### src/rtl/td4_if.sv
// td4_if: ROM fetch and I/O port bundle of the TD4 core; halted exists only with TD4_HALT_DETECT_EN
interface td4_if;
    logic [3:0] rom_addr;
    logic [7:0] rom_data;
    logic [3:0] in_port;
    logic [3:0] out_port;
    logic       out_strobe;
`ifdef TD4_HALT_DETECT_EN
    logic       halted;
    modport master (output rom_addr, out_port, out_strobe, halted, input rom_data, in_port);
    modport slave  (input rom_addr, out_port, out_strobe, halted, output rom_data, in_port);
`else
    modport master (output rom_addr, out_port, out_strobe, input rom_data, in_port);
    modport slave  (input rom_addr, out_port, out_strobe, output rom_data, in_port);
`endif
endinterface

### src/rtl/td4_core.sv
// td4_core: single-cycle 4-bit TD4 CPU; optional self-jump halt detection under TD4_HALT_DETECT_EN
module td4_core #(
    parameter logic [3:0] RESET_PC = 4'h0
) (
    input  logic  clk,
    input  logic  n_reset,
    td4_if.master bus
);
    logic [3:0] a, b, pc, op, im, src;
    logic [4:0] sum;
    logic       c, wa, wb, wo, jmp, run;
    assign op = bus.rom_data[7:4];
    assign im = bus.rom_data[3:0];
    assign bus.rom_addr = pc;
    // decode: pick the adder source and the single destination of the instruction
    always_comb begin
        src = 4'h0;
        wa  = 1'b0;
        wb  = 1'b0;
        wo  = 1'b0;
        jmp = 1'b0;
        case (op)
            4'b0000: begin src = a;           wa = 1'b1; end
            4'b0101: begin src = b;           wb = 1'b1; end
            4'b0011: wa = 1'b1;
            4'b0111: wb = 1'b1;
            4'b0001: begin src = b;           wa = 1'b1; end
            4'b0100: begin src = a;           wb = 1'b1; end
            4'b0010: begin src = bus.in_port; wa = 1'b1; end
            4'b0110: begin src = bus.in_port; wb = 1'b1; end
            4'b1001: begin src = b;           wo = 1'b1; end
            4'b1011: wo = 1'b1;
            4'b1111: jmp = 1'b1;
            4'b1110: jmp = !c;
            default: ;
        endcase
        sum = {1'b0, src} + {1'b0, im};
    end
`ifdef TD4_HALT_DETECT_EN
    logic halted;
    assign bus.halted = halted;
    assign run = !halted;
    // a taken jump onto itself can never leave, so latch halted until reset
    always_ff @(posedge clk or negedge n_reset) begin
        if (!n_reset) halted <= 1'b0;
        else if (jmp && im == pc) halted <= 1'b1;
    end
`else
    assign run = 1'b1;
`endif
    // architectural state update; carry is rewritten by every executed instruction
    always_ff @(posedge clk or negedge n_reset) begin
        if (!n_reset) begin
            pc             <= RESET_PC;
            a              <= 4'h0;
            b              <= 4'h0;
            c              <= 1'b0;
            bus.out_port   <= 4'h0;
            bus.out_strobe <= 1'b0;
        end else begin
            bus.out_strobe <= run && wo;
            if (run) begin
                pc <= jmp ? im : pc + 4'h1;
                c  <= sum[4];
                if (wa) a <= sum[3:0];
                if (wb) b <= sum[3:0];
                if (wo) bus.out_port <= sum[3:0];
            end
        end
    end
endmodule
### src/flat_wrapper.sv
// flat-port wrapper written by rule: the top's interface ports become plain ports
module td4_core_flat 
#(
    parameter logic [3:0] RESET_PC = 4'h0
)
  (clk, n_reset, bus_rom_addr, bus_out_port, bus_out_strobe, bus_rom_data, bus_in_port);
  td4_if bus_i ();
  input  logic clk;
  input  logic n_reset;
  output wire logic [$bits(bus_i.rom_addr)-1:0] bus_rom_addr;
  output wire logic [$bits(bus_i.out_port)-1:0] bus_out_port;
  output wire logic [$bits(bus_i.out_strobe)-1:0] bus_out_strobe;
  input wire logic [$bits(bus_i.rom_data)-1:0] bus_rom_data;
  input wire logic [$bits(bus_i.in_port)-1:0] bus_in_port;
  assign bus_rom_addr = bus_i.rom_addr;
  assign bus_out_port = bus_i.out_port;
  assign bus_out_strobe = bus_i.out_strobe;
  assign bus_i.rom_data = bus_rom_data;
  assign bus_i.in_port = bus_in_port;
  td4_core #(.RESET_PC(RESET_PC)) u_core (.clk(clk), .n_reset(n_reset), .bus(bus_i));
endmodule
### config.mk
export PLATFORM = sky130hd
export DESIGN_NAME = td4_core_flat
export DESIGN_NICKNAME = d
export VERILOG_FILES = /design/src/rtl/td4_if.sv /design/src/rtl/td4_core.sv /design/src/flat_wrapper.sv
export SDC_FILE = /design/constraint.sdc
export NUM_CORES = 1
export LEC_CHECK = 0
export CAP_MARGIN = 10
export CORE_MARGIN = 1
export CORE_UTILIZATION = 54
export CTS_BUF_LIST = sky130_fd_sc_hd__clkbuf_4 sky130_fd_sc_hd__clkbuf_8
export DETAILED_ROUTE_END_ITERATION = 8
export PLACE_DENSITY = 0.86
export SKIP_LAST_GASP = 1
export SLEW_MARGIN = 15
export SYNTH_ARGS = -nofsm -noshare
export SYNTH_HDL_FRONTEND = slang
export SYNTH_SLANG_ARGS = --single-unit
export TNS_END_PERCENT = 100
### constraint.sdc
create_clock -name clk -period 4.6 [get_ports clk]
set_input_delay 0.46 -clock clk [delete_from_list [all_inputs] [get_ports clk]]
set_output_delay 0.46 -clock clk [all_outputs]
set_load 0.1 [all_outputs]
==> impl_metrics.py <==
metrics = {
    "clocking": {
        "cts_tree": "done",
        "clkTransAtPathRegs_ns": 0.10,
        "clockBufferDepth": 2,
        "cts_buffers": 3,
        "cts_resized": 0,
        "ctsHtreeMaxLevel": 1,
        "postCtsSetupBuffers": 0,
        "clock_latency_ns": 0.29,
        "hold_buffers": 0,
        "cts-root-buf": "clkbuf_4",
        "cts_sinks": 18,
    },
    "global_route": {
        "antenna_found_initial": 0,
        "track_usage": 0.228,
        "grt_pass1_wl_um": 3130,
        "grt_pass1_vias": 721,
        "grt_use_met3": 0.0250,
        "gr-usage-met2": 0.400,
        "grt_overflow_total": 0,
        "grt_start_max_net_pins": 19,
        "top_usage_layer": "met2",
        "grtUsageMet1": 0.277,
    },
    "worst_setup_path": {
        "setup.worst_path.start_class": "input pin",
        "cp.arrival_ns": 2.75,
        "critPathTopFamily": "compound AO/OA/AOI/OAI gates",
        "worst_setup_path_end_kind": "flip-flop",
        "crit_required_ns": 4.79,
        "cp_max_fo": 6,
        "crit_type": "input pin to flip-flop",
        "worst-path-buf-inv": 1,
        "path_cells": "clkdlybuf4s50_1, a211oi_1, o2bb2ai_1, ha_1, and3_1, o21a_1, o41ai_2",
        "slowest_delay_ns": 0.56,
        "critPathSlowestCell": "clkdlybuf4s50_1",
    },
    "final_layout": {
        "drive_gt1_frac": 0.152,
        "nFillCells": 104,
        "syn_to_final_growth_pct": 26.4,
        "final_net_count": 121,
        "final_util": 0.760,
        "diodes": 0,
    },
    "logic_synthesis": {
        "ys.flop_type": "dfrtp_1",
        "yosys_warnings": 0,
        "yosysTopAreaCell": "dfrtp_1",
        "syn_area_sq_um": 948,
        "synth.net_count": 96,
        "synth_common_cells": "18 x dfrtp_1, 6 x mux2_2, 5 x ha_1, 5 x mux2i_1",
        "ys_seq_elements": 18,
        "synth_area_per_cell_sq_um": 12.5,
        "synth_edf_count": 0,
        "synth_async_sr_flop_share": 1.00,
        "ys_seq_area_frac": 0.475,
        "synth.distinct_cells": 28,
        "syn-instance-count": 76,
        "yosysMostFrequentCell": "dfrtp_1",
        "yosysTopAreaCellShare": 0.475,
        "synth.area.top_cells": "dfrtp_1 47%, mux2_2 7.1%, ha_1 6.6%",
    },
    "power_and_ir_drop": {
        "peakVddDrop_mv": 0.510,
        "power_density_nw_per_um2": 594,
        "p_leak_uw": 0.000571,
        "total_power_uw": 712,
    },
    "timing": {
        "max_freq_ghz": 0.390,
        "worstMarginPinSlew_ns": 0.972,
        "setup_viol": 0,
        "fin_crit_sh": 0.558,
        "fin_crit_ns": 2.56,
        "clock_skew_ns": 0.00593,
        "setup-tns-final_ns": 0,
        "rsz0062_at_grt": "no",
        "relSlewSlack": 0.350,
        "final-hold-violation-count": 0,
        "drv_slew": 0,
    },
    "floorplan": {
        "ios": 23,
        "die-width_um": 43.9,
        "die-area_sq_um": 1930,
        "die_height_um": 43.9,
        "coreArea_sq_um": 1580,
        "initial_core_util": 0.602,
        "row_count": 14,
    },
    "route": {
        "viasPerCell": 5.80,
        "route.detailed.drc": 0,
        "ant_nets": 0,
        "num_vias": 667,
        "drt-pass1-iter-count": 5,
        "wl_per_cell_um": 15.8,
        "drtIter0Drc": 6,
        "routed_wirelength_um": 1820,
    },
    "placed_design": {
        "dpl.hpwl_um": 1390,
        "port_buffers": 22,
        "gp_congestion": 0.839,
    },
    "worst_hold_path": {
        "hp-class": "flip-flop to flip-flop",
    },
    "flow_run": {
        "cap_viol_max_count": 0,
    },
    "run_status": {
        "status": "finished, final reports clean",
    },
}
==> where the power goes <==
group          internal [uW]  switching [uW]
Sequential               206            32.3
Clock                   30.4            45.1
Combinational            129             269
Total                    366             347
==> kinds of logic after synthesis <==
| logic type | after synthesis | synth area share |
|---|---|---|
| flip-flops | 18 | 0.475 |
| multiplexers | 14 | 0.171 |
| XOR/XNOR | 3 | 0.0277 |
| AO/OA/AOI/OAI | 17 | 0.146 |
| buffers and inverters | 5 | 0.0251 |
| adder cells (fa/ha/maj) | 6 | 0.0871 |
| AND/OR/NAND/NOR | 13 | 0.0673 |
==> worst paths after layout <==
check / from / to / slack, ns / depth (start not counted)
hold / removal: u_core.bus.out_port[2]$_DFFE_PN0P_ / u_core.bus.out_port[2]$_DFFE_PN0P_ / 0.50 / 2
max in group asynchronous: n_reset / u_core.bus.out_port[1]$_DFFE_PN0P_ / 3.48 / 1
setup / recovery: bus_rom_data[5] / u_core.a[3]$_DFFE_PN0P_ / 2.04 / 7
min in group asynchronous: n_reset / u_core.bus.rom_addr[3]$_DFF_PN0_ / 0.62 / 1
hold reg to reg: u_core.bus.out_port[2]$_DFFE_PN0P_ / u_core.bus.out_port[2]$_DFFE_PN0P_ / 0.50 / 2
setup reg to reg: u_core.a[0]$_DFFE_PN0P_ / u_core.b[2]$_DFFE_PN0P_ / 2.82 / 6
==> worst min-delay path: stages (launching register included) <==
cell	delay (ns)
dfrtp_1	0.35
nand2_1	0.04
o21ai_0	0.07
==> layer usage <==
layer,share of wire,vias up
met2,0.50,15
met3,0.032,2
li1,-,326
met1,0.46,324
met4,0.0049,0
met5,0,-
==> final cells by class <==
type	count	area, sq um	area share
clock buffer	3	22.5	0.0188
inverter	3	11.3	0.00939
multi-input combinational	53	474	0.396
sequential	18	450	0.376
tap	16	20.0	0.0167
timing repair buffer	22	220	0.184
==> state kept, by name (all words and copies together), names as in the netlist <==
| register | flops |
|---|---|
| u_core.a | 4 |
| u_core.b | 4 |
| u_core.bus.out_port | 4 |
| u_core.bus.rom_addr | 4 |
| u_core.bus.out_strobe | 1 |
| u_core.c | 1 |
==> layout by cell type (no fill, tap or decap) <==
cell | netlist | routed
and3_1 | 1 | 1
inv_1 | 3 | 3
xor2_1 | 1 | 1
a21oi_1 | 1 | 1
nand2_1 | 4 | 4
nand3_1 | 2 | 2
clkbuf_4 | 0 | 3
o31ai_1 | 2 | 2
fa_1 | 1 | 1
nor3_1 | 1 | 1
o2bb2ai_1 | 4 | 4
o21ai_0 | 3 | 3
nand3b_1 | 1 | 1
mux2_4 | 3 | 3
a21o_4 | 1 | 1
mux2_2 | 6 | 6
nor2_1 | 2 | 2
o21a_1 | 1 | 1
nand2b_1 | 1 | 1
a211oi_1 | 1 | 1
ha_1 | 5 | 5
clkdlybuf4s50_1 | 0 | 22
mux2i_1 | 5 | 5
dfrtp_1 | 18 | 18
a21o_1 | 3 | 3
o41ai_2 | 1 | 1
or2_2 | 1 | 1
xnor2_1 | 2 | 2
==> through the flow <==
stage | cell area [sq um] | std cells | hold WS [ns] | setup slack, ns
2_1_floorplan | 948 | 76 | 0.164 | 2.45
3_5_place_dp | 1180 | 112 | 0.486 | 1.76
4_1_cts | 1200 | 115 | 0.508 | 2.06
3_3_place_gp | 1180 | 112 | 0.469 | 1.86
6_report | 1200 | 115 | 0.499 | 2.04
5_1_grt | 1200 | 115 | 0.533 | 1.86
(Power assumes the default switching activity.)
